$ cat src/rtl/cpu_run_controller_if.sv
// Host-side streaming interface of the run controller: a load stream into
// the controller and a dump stream back out to the host.
interface cpu_run_controller_if;
   logic        in_valid;
   logic        in_ready;
   logic [63:0] in_data;
   logic        out_valid;
   logic        out_ready;
   logic [63:0] out_data;

   // Host side drives load words and accepts dump words
   modport master (
      output in_valid, in_data, out_ready,
      input  in_ready, out_valid, out_data
   );

   // Controller side
   modport slave (
      input  in_valid, in_data, out_ready,
      output in_ready, out_valid, out_data
   );
endinterface

$ cat src/rtl/cpu_run_controller.sv
// Host-side sequencer for the pipelined RISC-V core: loads instruction and
// data memory from the host stream, runs the core for a fixed number of
// cycles, then streams data memory back to the host.
module cpu_run_controller #(
   parameter int IMEM_DEPTH = 512,
   parameter int DMEM_DEPTH = 1024,
   parameter int CYC_W      = 32
) (
   input  logic             clk,
   input  logic             arst_n,
   input  logic             start,
   input  logic [9:0]       imem_len,
   input  logic [10:0]      dmem_len,
   input  logic [CYC_W-1:0] run_cycles,
   cpu_run_controller_if.slave host,
   output logic             busy,
   output logic             done,
   output logic [CYC_W-1:0] cycle_count,
   output logic             cpu_enable,
   output logic [63:0]      addr_ext,
   output logic             wen_ext,
   output logic             ren_ext,
   output logic [31:0]      wdata_ext,
   output logic [63:0]      addr_ext_2,
   output logic             wen_ext_2,
   output logic             ren_ext_2,
   output logic [63:0]      wdata_ext_2,
   input  logic [63:0]      rdata_ext_2
);

   typedef enum logic [3:0] {
      IDLE,
      LOAD_I,
      LOAD_D,
      SETTLE,
      RUN,
      DUMP_RD,
      DUMP_WT,
      DUMP_OUT,
      DONE
   } state_t;

   localparam logic [10:0]      IMEM_MAX = 11'(IMEM_DEPTH);
   localparam logic [10:0]      DMEM_MAX = 11'(DMEM_DEPTH);
   localparam logic [10:0]      IDX_ONE  = 11'd1;
   localparam logic [CYC_W-1:0] CYC_ONE  = CYC_W'(1);

   state_t           state;
   logic [10:0]      imem_cnt;
   logic [10:0]      dmem_cnt;
   logic [CYC_W-1:0] run_len;
   logic [10:0]      idx;
   logic             in_ready_r;
   logic             out_valid_r;
   logic [63:0]      out_data_r;

   logic [10:0]      imem_sat;
   logic [10:0]      dmem_sat;
   logic [10:0]      idx_next;
   logic             in_hs;
   logic             run_last;

   assign host.in_ready  = in_ready_r;
   assign host.out_valid = out_valid_r;
   assign host.out_data  = out_data_r;

   // The instruction memory is never read from this side
   assign ren_ext = 1'b0;

   // Requested lengths clipped to the memory depths, plus shared helpers
   always_comb begin
      imem_sat = ({1'b0, imem_len} > IMEM_MAX) ? IMEM_MAX : {1'b0, imem_len};
      dmem_sat = (dmem_len > DMEM_MAX) ? DMEM_MAX : dmem_len;
      idx_next = idx + IDX_ONE;
      in_hs    = host.in_valid & in_ready_r;
      run_last = ((cycle_count + CYC_ONE) == run_len);
   end

   // Sequencer: every output is a register; memory-port outputs fall back to
   // zero each cycle unless a state actively drives them
   always_ff @(posedge clk or negedge arst_n) begin
      if (!arst_n) begin
         state       <= IDLE;
         imem_cnt    <= '0;
         dmem_cnt    <= '0;
         run_len     <= '0;
         idx         <= '0;
         in_ready_r  <= 1'b0;
         out_valid_r <= 1'b0;
         out_data_r  <= '0;
         busy        <= 1'b0;
         done        <= 1'b0;
         cycle_count <= '0;
         cpu_enable  <= 1'b0;
         addr_ext    <= '0;
         wen_ext     <= 1'b0;
         wdata_ext   <= '0;
         addr_ext_2  <= '0;
         wen_ext_2   <= 1'b0;
         ren_ext_2   <= 1'b0;
         wdata_ext_2 <= '0;
      end else begin
         wen_ext     <= 1'b0;
         addr_ext    <= '0;
         wdata_ext   <= '0;
         wen_ext_2   <= 1'b0;
         ren_ext_2   <= 1'b0;
         addr_ext_2  <= '0;
         wdata_ext_2 <= '0;
         cpu_enable  <= 1'b0;

         case (state)
            IDLE, DONE: begin
               if (start) begin
                  imem_cnt    <= imem_sat;
                  dmem_cnt    <= dmem_sat;
                  run_len     <= run_cycles;
                  idx         <= '0;
                  cycle_count <= '0;
                  busy        <= 1'b1;
                  done        <= 1'b0;
                  in_ready_r  <= (imem_sat != 11'd0);
                  state       <= LOAD_I;
               end
            end

            LOAD_I: begin
               if (!in_ready_r) begin
                  in_ready_r <= (dmem_cnt != 11'd0);
                  state      <= LOAD_D;
               end else if (in_hs) begin
                  wen_ext   <= 1'b1;
                  addr_ext  <= {51'd0, idx, 2'b00};
                  wdata_ext <= host.in_data[31:0];
                  if (idx_next == imem_cnt) begin
                     idx        <= '0;
                     in_ready_r <= (dmem_cnt != 11'd0);
                     state      <= LOAD_D;
                  end else begin
                     idx <= idx_next;
                  end
               end
            end

            LOAD_D: begin
               if (!in_ready_r) begin
                  state <= SETTLE;
               end else if (in_hs) begin
                  wen_ext_2   <= 1'b1;
                  addr_ext_2  <= {50'd0, idx, 3'b000};
                  wdata_ext_2 <= host.in_data;
                  if (idx_next == dmem_cnt) begin
                     idx        <= '0;
                     in_ready_r <= 1'b0;
                     state      <= SETTLE;
                  end else begin
                     idx <= idx_next;
                  end
               end
            end

            SETTLE: begin
               if (run_len != '0) begin
                  cpu_enable <= 1'b1;
                  state      <= RUN;
               end else if (dmem_cnt != 11'd0) begin
                  ren_ext_2  <= 1'b1;
                  addr_ext_2 <= '0;
                  state      <= DUMP_RD;
               end else begin
                  busy  <= 1'b0;
                  done  <= 1'b1;
                  state <= DONE;
               end
            end

            RUN: begin
               cycle_count <= cycle_count + CYC_ONE;
               if (!run_last) begin
                  cpu_enable <= 1'b1;
               end else if (dmem_cnt != 11'd0) begin
                  ren_ext_2  <= 1'b1;
                  addr_ext_2 <= '0;
                  state      <= DUMP_RD;
               end else begin
                  busy  <= 1'b0;
                  done  <= 1'b1;
                  state <= DONE;
               end
            end

            DUMP_RD: begin
               state <= DUMP_WT;
            end

            DUMP_WT: begin
               out_data_r  <= rdata_ext_2;
               out_valid_r <= 1'b1;
               state       <= DUMP_OUT;
            end

            DUMP_OUT: begin
               if (host.out_ready) begin
                  out_valid_r <= 1'b0;
                  if (idx_next < dmem_cnt) begin
                     idx        <= idx_next;
                     ren_ext_2  <= 1'b1;
                     addr_ext_2 <= {50'd0, idx_next, 3'b000};
                     state      <= DUMP_RD;
                  end else begin
                     busy  <= 1'b0;
                     done  <= 1'b1;
                     state <= DONE;
                  end
               end
            end

            default: begin
               state <= IDLE;
            end
         endcase
      end
   end

endmodule

$ cat src/flat_wrapper.sv
// flat-port wrapper written by rule: the top's interface ports become plain ports
module cpu_run_controller_flat 
#(
   parameter int IMEM_DEPTH = 512,
   parameter int DMEM_DEPTH = 1024,
   parameter int CYC_W      = 32
)
  (clk, arst_n, start, imem_len, dmem_len, run_cycles, busy, done, cycle_count, cpu_enable, addr_ext, wen_ext, ren_ext, wdata_ext, addr_ext_2, wen_ext_2, ren_ext_2, wdata_ext_2, rdata_ext_2, host_in_valid, host_in_data, host_out_ready, host_in_ready, host_out_valid, host_out_data);
  cpu_run_controller_if host_i ();
  input  logic clk;
  input  logic arst_n;
  input  logic start;
  input  logic [9:0] imem_len;
  input  logic [10:0] dmem_len;
  input  logic [CYC_W-1:0] run_cycles;
  output logic busy;
  output logic done;
  output logic [CYC_W-1:0] cycle_count;
  output logic cpu_enable;
  output logic [63:0] addr_ext;
  output logic wen_ext;
  output logic ren_ext;
  output logic [31:0] wdata_ext;
  output logic [63:0] addr_ext_2;
  output logic wen_ext_2;
  output logic ren_ext_2;
  output logic [63:0] wdata_ext_2;
  input  logic [63:0] rdata_ext_2;
  input wire logic [$bits(host_i.in_valid)-1:0] host_in_valid;
  input wire logic [$bits(host_i.in_data)-1:0] host_in_data;
  input wire logic [$bits(host_i.out_ready)-1:0] host_out_ready;
  output wire logic [$bits(host_i.in_ready)-1:0] host_in_ready;
  output wire logic [$bits(host_i.out_valid)-1:0] host_out_valid;
  output wire logic [$bits(host_i.out_data)-1:0] host_out_data;
  assign host_i.in_valid = host_in_valid;
  assign host_i.in_data = host_in_data;
  assign host_i.out_ready = host_out_ready;
  assign host_in_ready = host_i.in_ready;
  assign host_out_valid = host_i.out_valid;
  assign host_out_data = host_i.out_data;
  cpu_run_controller #(.IMEM_DEPTH(IMEM_DEPTH), .DMEM_DEPTH(DMEM_DEPTH), .CYC_W(CYC_W)) u_core (.clk(clk), .arst_n(arst_n), .start(start), .imem_len(imem_len), .dmem_len(dmem_len), .run_cycles(run_cycles), .host(host_i), .busy(busy), .done(done), .cycle_count(cycle_count), .cpu_enable(cpu_enable), .addr_ext(addr_ext), .wen_ext(wen_ext), .ren_ext(ren_ext), .wdata_ext(wdata_ext), .addr_ext_2(addr_ext_2), .wen_ext_2(wen_ext_2), .ren_ext_2(ren_ext_2), .wdata_ext_2(wdata_ext_2), .rdata_ext_2(rdata_ext_2));
endmodule
$ cat config.mk
export PLATFORM = sky130hd
export DESIGN_NAME = cpu_run_controller_flat
export DESIGN_NICKNAME = d
export VERILOG_FILES = /design/src/rtl/cpu_run_controller_if.sv /design/src/rtl/cpu_run_controller.sv /design/src/flat_wrapper.sv
export SDC_FILE = /design/constraint.sdc
export NUM_CORES = 1
export LEC_CHECK = 0
export CAP_MARGIN = 20
export CELL_PAD_IN_SITES_DETAIL_PLACEMENT = 2
export CELL_PAD_IN_SITES_GLOBAL_PLACEMENT = 2
export CORE_MARGIN = 5
export CORE_UTILIZATION = 29
export DETAILED_ROUTE_END_ITERATION = 10
export GPL_TIMING_DRIVEN = 1
export PLACE_DENSITY_LB_ADDON = 0.1
export SKIP_CTS_REPAIR_TIMING = 1
export SYNTH_ARGS = -nofsm -noshare
export SYNTH_HDL_FRONTEND = slang
export SYNTH_SLANG_ARGS = --single-unit
$ cat constraint.sdc
create_clock -name clk -period 7.98 [get_ports clk]
set_input_delay 2.394 -clock clk [delete_from_list [all_inputs] [get_ports clk]]
set_output_delay 2.394 -clock clk [all_outputs]
set_load 0.005 [all_outputs]
# Word level (Yosys, flattened, before mapping)
# Index checks and enable logic that the tools add are counted.
word_totals:
  in_bits: 186
  reg_bits: 397
  elab_cells: 145
  out_inout_bits: 329
op_classes:
  eq_ne: 25
  addsub: 2
  n_lt_le_gt_ge: 3
  reduce_logical: 17
  bitwise_logic: 1
  muxes: 78
ops:
  columns: ["operator", "count"]
  rows:
  - ["64-bit 2-to-1 mux", 7]
  - ["32-bit 2-to-1 mux", 4]
  - ["64-bit case mux with 2 select lines", 1]
  - ["11-bit 2-to-1 mux", 10]
  - ["32-bit case mux with 2 select lines", 1]
  - ["4-bit 2-to-1 mux", 12]
  - ["11-bit case mux with 4 select lines", 1]
  - ["32-bit by 1-bit adder with 32-bit output (second input constant)", 1]
  - ["32-bit == test", 1]
  - ["4-bit case mux with 8 select lines", 1]
  - ["32-bit nonzero test", 1]
  - ["1-bit 2-to-1 mux", 31]
  - ["14-bit 2-to-1 mux", 2]
  - ["11-bit == test", 2]
  - ["11-bit nonzero test", 2]
  - ["4-bit by 3-bit == test with 1-bit output (second input constant)", 4]
  - ["13-bit 2-to-1 mux", 1]
  - ["2-bit by 1-bit != test with 1-bit output (second input constant)", 6]
  - ["3-bit != test (second input constant)", 4]
  - ["11-bit by 1-bit adder with 11-bit output (second input constant)", 1]
  - ["11-bit greater-than comparator (second input constant)", 1]
  - ["11-bit < comparator", 1]
  - ["10-bit greater-than comparator (second input constant)", 1]
  - ["10-bit 2-to-1 mux", 1]
  - ["17 further kinds", 29]

# Depth between registers and ports, before layout
# Gate-level depths: netlist of run 1.
depth:
  depth_word: 6
  mapped_depth: 15
  mapped_depth_nobuf: 13

# Worst setup path after synthesis of run 1
# No wires, ideal clock.
synth_timing:
  path_type: "input to register"
  startpoint: "in start"
  endpoint: "reg u_core.idx[0]"
  setup_ns: 0.125
  t_arrival_ns: 3.842
  path_buffers: 1
  required_ns: 7.855
  path_stages: 8
  path_slack_ns: 4.013
  cell_sequence: "or4_1 o21ai_0 a21oi_1 and2_1 a31oi_1 nor3_2 buf_2 mux2_2"
synth_between:
  elab_chain_cells: 2
synth_lines:
  columns: ["element", "line", "source"]
  rows:
  - ["start: declaration", "flat_wrapper.sv:12", "input logic start;"]
  - ["2-bit != test (no line)", null, null]
  - ["8-bit AND reduction (no line)", null, null]
  - ["end signal: assignment", "cpu_run_controller.sv:140", "idx <= idx_next;"]
  - ["end signal: assignment", "cpu_run_controller.sv:157", "idx <= idx_next;"]
  - ["end signal: assignment", "cpu_run_controller.sv:206", "idx <= idx_next;"]
  - ["end: declaration", "cpu_run_controller.sv:52", "logic [10:0] idx;"]
# No other way between the ends.
# A chain may end at the register's enable or synchronous reset.

# Worst setup path in the final report of run 1
layout_timing:
  startpoint: "in host_in_valid"
  endpoint: "reg u_core.idx[3]"
layout_between:
  elab_chain_cells: 3
  elab_cells_between_ends: 4
  cone_classes: "eq/ne: 2; bitwise: 1; reduce/logical: 1"
layout_lines:
  columns: ["element", "line", "source"]
  rows:
  - ["start: declaration", "flat_wrapper.sv:29", "input wire logic [$bits(host_i.in_valid)-1:0] host_in_valid;"]
  - ["1-bit bitwise AND *", "cpu_run_controller.sv:75", "in_hs = host.in_valid & in_ready_r;"]
  - ["2-bit by 1-bit != test with 1-bit output (no line)", null, null]
  - ["8-bit AND reduction (no line) *", null, null]
# Mark *: on every way between the ends. The rest lies on a longest branch, timed or not.

==> out/results.txt, run 1 <==
DP Worst Slack - 2.96 ns
Initial antenna violation count - 11
Die area - 53,000 sq um
CTS max path bufs - 3
Leak - 8.52 nW
Total GRT Usage - 0.204
Critical path class - in2reg
Crit start category - primary input
Final Skew - 0.0144 ns
Initial core utilization - 0.294
Drt via density - 4.77
CP Max Fanout - 13
CP endpoint kind - flop
Synth Warn # - 0
Global-route wire length before repair - 83.0 mm
Largest net degree at the start of global routing - 121
Vias - 11,300
CTS tree - built
Number of remaining DRC errors - 0
Synthesized area - 14,100 sq um
Port Buffer Count - 407
Dpl hpwl - 41.6 mm
IO Pins - 515
Register clock-pin slew on the reported worst setup and hold paths - 0.06 ns
Final WL - 55.6 mm
Area Overhead vs Synth - 38.2%
Final net count - 1,930
Max VDD drop - 129 uV
Sequential area share after synthesis - 0.516
RSZ-0062 raised after global routing - false
Placed inst area - 18,300 sq um
Max-cap violations - 0
Max_slew headroom - 0.355
EDFF count, synth - 0
Skew-Pair Late Insertion Delay - 0.56 ns
Worst EP arrival - 4.97 ns
Routability Congestion - 0.807
Worst Path Required - 8.46 ns
Fillcell total - 5,085
Setup TNS - 0 ns
Clk sink count - 290
Main synth FF type - dfrtp_1
Grt total ovfl - 0
Power per Cell Area - 299 nW/um^2
DR pass1 iterations - 4
Status - finished clean
Commonest cells after routing, fill and taps aside - clkdlybuf4s50_1, dfrtp_1, nand2_1
Syn Inst Count - 1,353
Die Ht - 230 um
Design Area, Final - 19,400 sq um
Vias in the first global route - 12,500
Crit path time final - 4.48 ns
Die width - 230 um
Async S/R FF share, synth - 1.00
# setup viols final - 0
Drt wl/cell - 23.4 um
Fmax - 223 MHz
Most common cell after layout, fill and taps aside - clkdlybuf4s50_1
Post-DRT Antenna Nets - 0
Final WS setup - 3.50 ns
Max Slew Vio Count - 0
Core Footprint - 47,800 sq um
H-tree depth - 2
Final Hold Fails - 0
Proportion of layout cells with a drive suffix above 1 - 0.0941
Library cells used by synthesis - 77
# rows - 80
Post-Syn Area per Cell - 10.4 sq um
First DRT Iteration DRCs - 475
Root Driver - clkbuf_16
Tightest Pin Transition - 0.967 ns
Type of the worst min-delay path - reg2reg
Crit share post-route - 0.562
Cts bufs inserted - 37
Seq cells post-synth - 290
-- area by class of cell --
| class | instances | area, sq um | area share |
|---|---|---|---|
| sequential | 290 | 7260 | 0.373 |
| multi-input combinational | 959 | 5980 | 0.308 |
| timing repair buffer | 416 | 4160 | 0.214 |
| clock buffer | 55 | 1090 | 0.0563 |
| tap | 615 | 769 | 0.0396 |
| inverter | 27 | 101 | 0.00522 |
| clock inverter | 7 | 61.3 | 0.00315 |
| antenna | 5 | 12.5 | 0.000644 |
-- Yosys cell counts, drive strengths merged, types with 6 or more instances --
cell / count / share of area
nand2: 181 / 0.049
nand2b: 15 / 0.0067
clkbuf: 47 / 0.013
nor2: 39 / 0.010
nor4: 31 / 0.018
o21a: 6 / 0.0032
a22o: 7 / 0.0044
xor2: 19 / 0.012
buf: 136 / 0.069
xnor2: 40 / 0.025
o21ai: 88 / 0.032
and2: 107 / 0.048
ha: 13 / 0.012
and4: 9 / 0.0056
nand3: 33 / 0.014
a211oi: 7 / 0.0037
or3: 8 / 0.0039
and3: 9 / 0.0040
a31oi: 16 / 0.0071
inv: 27 / 0.0072
o31ai: 16 / 0.0085
mux2: 66 / 0.053
nand4: 20 / 0.012
dfrtp: 290 / 0.52
a21o: 8 / 0.0043
a21oi: 29 / 0.011
nor3: 23 / 0.0093
nand3b: 11 / 0.0059
-- routing by layer --
| layer | vias to the layer above | global-route usage | wire length (um) | share of wire |
|---|---|---|---|---|
| met5 | - | 0 | 90 | 0.0016 |
| met2 | 336 | 0.348 | 27300 | 0.49 |
| met1 | 5716 | 0.248 | 23000 | 0.41 |
| met3 | 83 | 0.0667 | 3920 | 0.070 |
| li1 | 5168 | - | - | - |
| met4 | 12 | 0.0568 | 1310 | 0.024 |
-- sequential cells by signal, indices dropped and copies added (netlist names) --
name and cells:
u_core.host.in_ready 1, u_core.ren_ext_2 1, u_core.imem_cnt 10, u_core.wdata_ext 32, u_core.wen_ext_2 1, u_core.addr_ext_2 11, u_core.addr_ext 11, u_core.cpu_enable 1
u_core.wen_ext 1, u_core.state 4, u_core.done 1, u_core.wdata_ext_2 64, u_core.idx 11, u_core.dmem_cnt 11, u_core.run_len 32, u_core.host.out_data 64
u_core.busy 1, u_core.cycle_count 32, u_core.host.out_valid 1
-- worst paths after layout --
path / start / endpoint / slack (ns) / cells after the start
min in group asynchronous: arst_n / u_core.wdata_ext_2[56]$_DFF_PN0_ / 1.87 / 1
max in group asynchronous: arst_n / u_core.host.in_ready$_DFFE_PN0P_ / 4.48 / 2
setup reg to reg: u_core.idx[0]$_DFFE_PN0P_ / u_core.addr_ext_2[8]$_DFF_PN0_ / 3.60 / 12
setup / recovery: host_in_valid / u_core.idx[3]$_DFFE_PN0P_ / 3.50 / 8
hold / removal: u_core.host.out_valid$_DFFE_PN0P_ / u_core.host.out_valid$_DFFE_PN0P_ / 0.49 / 1
hold reg to reg: u_core.host.out_valid$_DFFE_PN0P_ / u_core.host.out_valid$_DFFE_PN0P_ / 0.49 / 1
-- metrics by stage --
stage	utilization	hold slack [ns]	cells	power [mW]
after floorplan	-	0.466	1459	3.20
after global placement	0.382	0.467	2307	4.19
after detailed placement	0.382	0.470	2307	4.26
after CTS	0.406	0.494	2369	5.94
after global routing	0.406	0.521	2374	6.20
final	0.406	0.490	2374	5.82
-- kinds of logic (layout without fill, tap and decap cells) --
family	after synthesis	after routing	synth area share
fa+ha+maj	13	13	0.0116
simple gates	502	502	0.196
other cells	1	112	0.000267
flops	290	290	0.516
xor+xnor	61	61	0.0400
buf+inv	210	505	0.0888
mux	68	68	0.0543
compound gates	208	208	0.0934
-- worst max-delay path, stage by stage --
cell,delay (ns)
clkdlybuf4s50_1,0.55
nand2_1,0.30
a21oi_1,0.30
and2_1,0.16
a31oi_1,0.06
nor3_2,0.77
a21boi_0,0.30
a21o_1,0.12
-- power breakdown --
part           total (mW)  switching, mW  internal (mW)
logic                2.00          0.982           1.02
registers            2.19          0.352           1.84
clock network        1.62          0.674          0.950
total                5.82           2.01           3.81
(Power assumes the default switching activity.)
==> run 2, diff against run 1 <==
- CORE_UTILIZATION: 29 -> 27
- clock period: 7.98 -> 4.7 ns (I/O delays scaled with it)
==> run 2 against run 1 <==
Net effect:
- sequential power grew 71%
- final area rose by 1.4%
- wire length down 0.23%
- clock skew rose by 0.012 ns
- die area rose by 7.1%
- utilization decreased by 2.3 points
- power up 73%
- largest cell class unchanged
==> out/results.txt, run 2 (synthesis results as in run 1) <==
Drt via density - 4.64
CP startpoint - u_core.idx[0]$_DFFE_PN0P_
Final WL - 55.4 mm
Tightest Pin Transition - 0.961 ns
Crit start category - flop
Port Buffer Count - 407
Final Skew - 0.0260 ns
Cell Int Power - 6.64 mW
Sw power - 3.46 mW
Cells along the critical path - ha_1, buf_4, nand2_1, nor4_1, xnor2_1, inv_1, ha_1, nand4_1, nor4_1, o21a_1, nor4b_2, nor3_2, a21boi_0, a21o_1
Area Overhead vs Synth - 40.1%
Post-Layout Cell Count - 2,450
DR pass1 iterations - 4
H-tree depth - 2
Routability Congestion - 0.802
Crit path time final - 4.13 ns
Grt total ovfl - 0
Initial core utilization - 0.273
Critical path class - reg2reg
DP Worst Slack - 0.615 ns
First DRT Iteration DRCs - 404
Setup TNS - 0 ns
Final WS setup - 0.566 ns
CTS tree - built
CTS max path bufs - 3
Post-DRT Antenna Nets - 0
Largest net degree at the start of global routing - 117
Max-cap violations - 0
Crit share post-route - 0.880
Fmax - 242 MHz
CP Max Fanout - 13
Max VDD drop - 222 uV
Skew-Pair Late Insertion Delay - 0.55 ns
Fin util - 0.383
Global-route wire length before repair - 81.9 mm
Max incr delay on CP - 0.62 ns
Power per Cell Area - 512 nW/um^2
Max Slew Vio Count - 0
Final net count - 1,941
Share of total power in sequential cells - 0.371
Proportion of layout cells with a drive suffix above 1 - 0.101
Root Driver - clkbuf_16
Dpl hpwl - 42.3 mm
Die area - 56,700 sq um
# rows - 83
Number of remaining DRC errors - 0
Leak - 8.61 nW
# setup viols final - 0
Vias - 11,400
Antenna Cells - 0
RSZ-0062 raised after global routing - false
Status - finished clean
Max_slew headroom - 0.359
Worst Path Required - 5.12 ns
Worst r2r src - u_core.idx[0]$_DFFE_PN0P_
Power, Total - 10.1 mW
CP max stage cell - nor4_1
Type of the worst min-delay path - reg2reg
Logic pwr share - 0.340
Cts bufs inserted - 38
Core Footprint - 51,400 sq um
Clk sink count - 290
Commonest cells after routing, fill and taps aside - clkdlybuf4s50_1, dfrtp_1, nand2_1
IO Pins - 515
Worst EP arrival - 4.55 ns
Sw Share - 0.343
Drt wl/cell - 22.6 um
Placed Cells - 2,382
Initial antenna violation count - 3
Total GRT Usage - 0.187
Cell family with most CP delay - simple AND/OR/NAND/NOR gates
Register clock-pin slew on the reported worst setup and hold paths - 0.06 ns
CP endpoint kind - flop
Min-Delay Startpoint - u_core.host.out_valid$_DFFE_PN0P_
Clock power share - 0.290
Die Ht - 238 um
Vias in the first global route - 12,300
Buf+Inv Stages, Crit Path - 2
Final Hold Fails - 0
Most common cell after layout, fill and taps aside - clkdlybuf4s50_1
Die width - 238 um
run 2: path summary, 6_finish.rpt:
path,to,slack (ns),cells past startpoint
max in group asynchronous,u_core.host.out_data[32]$_DFFE_PN0P_,2.72,2
min in group asynchronous,u_core.wdata_ext[28]$_DFF_PN0_,0.95,1
min reg2reg,u_core.host.out_valid$_DFFE_PN0P_,0.48,1
max,u_core.idx[7]$_DFFE_PN0P_,0.57,14
min,u_core.host.out_valid$_DFFE_PN0P_,0.48,1
max reg2reg,u_core.idx[7]$_DFFE_PN0P_,0.57,14
run 2: routing by layer:
metal  GRT usage  up-vias  routed length [um]
met5           0        -                  41
li1            -     5198                   -
met1       0.234     5785               23300
met3      0.0458       51                3220
met4      0.0409        6                 890
met2       0.328      320               28000
run 2: layout make-up:
cell class	count	area, sq um
fill	5442	31700
sequential	290	7260
multi-input combinational	959	5970
timing repair buffer	426	4260
clock buffer	56	1110
tap	680	851
clock inverter	12	146
inverter	27	101
run 2: through the flow:
stage | hold WS [ns] | cell area (sq um)
finish | 0.484 | 19700
global route | 0.514 | 19700
CTS | 0.494 | 19700
detailed placement | 0.468 | 18400
global placement | 0.466 | 18400
floorplan | 0.466 | 14500
run 2: power by group through the flow:
stage          logic [mW]  registers [mW]  clock network, mW
2_1_floorplan        1.87            3.55                  0
3_3_place_gp         3.41            3.75                  0
3_5_place_dp         3.49            3.79                  0
4_1_cts              3.51            3.76               3.03
5_1_grt              3.75            3.84               3.14
6_report             3.43            3.74               2.92
==> run 3, diff against run 2 <==
- ABC_AREA: default -> 1
- CORE_UTILIZATION: 27 -> 25
- SLEW_MARGIN: default -> 20
==> run 3 against run 2 <==
Net effect:
- clock power barely moved
- sequential share of layout area grew 0.25 points
- global-route usage is 0.069 points lower
- sequential cell count did not move
- final area is 0.67% lower
- largest cell class unchanged
- largest power group unchanged
==> out/results.txt, run 3 <==
Most common cell after layout, fill and taps aside - nand2_1
Main synth FF type - dfrtp_1
Dpl hpwl - 43.7 mm
RSZ-0062 raised after global routing - false
IO Pins - 515
CP endpoint kind - flop
Max Slew Vio Count - 0
Synth Warn # - 0
Cts bufs inserted - 39
Proportion of layout cells with a drive suffix above 1 - 0.0484
Yosys top cell area share - 0.528
Max incr delay on CP - 0.52 ns
Die Ht - 245 um
CTS tree - built
Drt wl/cell - 20.1 um
Library cells used by synthesis - 40
Final Hold Fails - 0
EDFF count, synth - 0
Reg-to-Reg End - u_core.state[2]$_DFFE_PN0P_
Final net count - 2,322
Grt total ovfl - 0
Die area - 59,800 sq um
Initial antenna violation count - 8
Post-synth top cells - nand2_1, dfrtp_1, nor2_1, inv_1, nand3_1
Drt via density - 4.42
Commonest cells after routing, fill and taps aside - nand2_1, clkdlybuf4s50_1, dfrtp_1
Final Skew - 0.0212 ns
Global-route wire length before repair - 87.0 mm
Async S/R FF share, synth - 1.00
Top-count cell post-synth - nand2_1
Post-Syn Area per Cell - 8.07 sq um
Port Buffer Count - 407
Status - finished clean
Final WL - 57.4 mm
Largest net degree at the start of global routing - 98
Synth area leaders - dfrtp_1, nand2_1, buf_4, nor2_1, inv_1
Crit start category - flop
# rows - 86
Hold Path Depth - 2
Most frequent CP cell - nand2_1
Clk sink count - 290
Die width - 245 um
Synthesized area - 13,700 sq um
CTS max path bufs - 3
DR pass1 iterations - 4
Routability Congestion - 0.781
Number of remaining DRC errors - 0
Syn Inst Count - 1,703
Min-Delay Startpoint - u_core.host.out_data[42]$_DFFE_PN0P_
Initial core utilization - 0.251
Max-cap violations - 0
CP max stage cell - dfrtp_1
Crit path time final - 3.35 ns
First DRT Iteration DRCs - 418
Crit share post-route - 0.712
Fmax - 299 MHz
Post-DRT Antenna Nets - 0
Hold path endpoint - u_core.host.out_data[42]$_DFFE_PN0P_
Worst r2r src - u_core.idx[0]$_DFFE_PN0P_
Worst Path Required - 5.13 ns
# setup viols final - 0
Type of the worst min-delay path - reg2reg
Post-synth top area cell - dfrtp_1
Power per Cell Area - 511 nW/um^2
Vias - 12,600
Root Driver - clkbuf_16
Vias in the first global route - 14,100
Max VDD drop - 273 uV
Setup TNS - 0 ns
Worst R2R Setup Slack - 1.35 ns
Skew-Pair Late Insertion Delay - 0.55 ns
Core Footprint - 54,800 sq um
Max_slew headroom - 0.370
Tightest Pin Transition - 0.945 ns
R2R depth - 22
Worst EP arrival - 3.77 ns
Leak - 9.26 nW
CP Max Fanout - 8
Seq cells post-synth - 290
Critical path class - reg2reg
Register clock-pin slew on the reported worst setup and hold paths - 0.05 ns
Area Overhead vs Synth - 42.3%
Power, Total - 10.0 mW
Total GRT Usage - 0.186
H-tree depth - 2
Cells along the critical path - ha_1, nand2_1, nor2_1, nand3_1, nor2_1, nand2_1, nand2_1, inv_1, ha_1, nand2_1, nor4b_1, nand2_1, nand2_1, inv_1, nand2_1, nand2_1, a21oi_1, nand3_1, nand2_1, nand2_4, nand2_1, nand2_1
Sequential area share after synthesis - 0.528
run 3: cell count changes after synthesis, sizes merged, moves of 37 or more:
| cell | before | now |
|---|---|---|
| xnor2 | 40 | 3 |
| inv | 27 | 160 |
| mux2 | 66 | 0 |
| nand2 | 181 | 579 |
| nor2 | 39 | 215 |
| nand3 | 33 | 111 |
| and2 | 107 | 1 |
run 3: worst max-delay path: cells and delay by family, from the launching register on:
family                     cells  cell delay [ns]
AOI/OAI and AO/OA              1             0.11
buffers and inverters          2             0.13
adders and majority gates      2             0.54
DFF                            1             0.52
and+or+nand+nor               17             1.91
run 3: kinds of logic (layout without fill, tap and decap cells):
| family | Yosys count | count (layout) | synth area share |
|---|---|---|---|
| AOI/OAI and AO/OA | 120 | 120 | 0.0480 |
| xor gates and xnor gates | 11 | 11 | 0.00801 |
| adders and majority gates | 13 | 13 | 0.0118 |
| buffers and inverters | 315 | 656 | 0.115 |
| DFF | 290 | 290 | 0.528 |
| other | 1 | 108 | 0.000273 |
| and+or+nand+nor | 953 | 953 | 0.289 |
run 3: how the worst max path moves through the flow:
| stage | startpoint | endpoint | cells past startpoint | slack (ns) |
|---|---|---|---|---|
| floorplan | u_core.idx[0]$_DFFE_PN0P_ | u_core.state[0]$_DFFE_PN0P_ | 22 | 1.97 |
| global placement | dmem_len[4] | u_core.dmem_cnt[4]$_DFFE_PN0P_ | 6 | 1.28 |
| detailed placement | dmem_len[0] | u_core.dmem_cnt[1]$_DFFE_PN0P_ | 6 | 1.16 |
| CTS | u_core.idx[0]$_DFFE_PN0P_ | u_core.state[3]$_DFFE_PN0P_ | 22 | 1.28 |
| global route | u_core.idx[0]$_DFFE_PN0P_ | u_core.state[0]$_DFFE_PN0P_ | 22 | 0.88 |
| finish | u_core.idx[0]$_DFFE_PN0P_ | u_core.state[2]$_DFFE_PN0P_ | 22 | 1.35 |
run 3: stage by stage:
step / hold WS, ns / worst slack [ns] / cells / util / instance area [sq um]
2_1_floorplan: 0.464 / 1.97 / 1809 / - / 14100
3_3_place_gp: 0.460 / 1.28 / 2786 / 0.334 / 18300
4_1_cts: 0.484 / 1.28 / 2854 / 0.357 / 19600
5_1_grt: 0.508 / 0.876 / 2854 / 0.357 / 19600
3_5_place_dp: 0.469 / 1.16 / 2786 / 0.334 / 18300
6_report: 0.481 / 1.35 / 2855 / 0.357 / 19600
run 3: layer usage:
| metal | global-route usage | vias up | routed length [um] |
|---|---|---|---|
| li1 | - | 5951 | - |
| met1 | 0.239 | 6276 | 25300 |
| met2 | 0.319 | 319 | 27700 |
| met3 | 0.0479 | 70 | 3280 |
| met4 | 0.0403 | 12 | 1050 |
| met5 | 0 | - | 69 |
run 3: power breakdown:
| group | switching [mW] | internal (mW) |
|---|---|---|
| registers | 0.464 | 3.15 |
| logic | 1.97 | 1.50 |
| clock network | 1.17 | 1.75 |
run 3: cell type report:
type,count,area [sq um]
Antenna cell,1,2.50
Clock buffer,62,1160
Clock inverter,6,77.6
Fill cell,6207,35200
Inverter,162,608
Multi-Input combinational cell,1204,5320
Sequential cell,290,7260
Tap cell,704,881
Timing Repair Buffer,426,4260
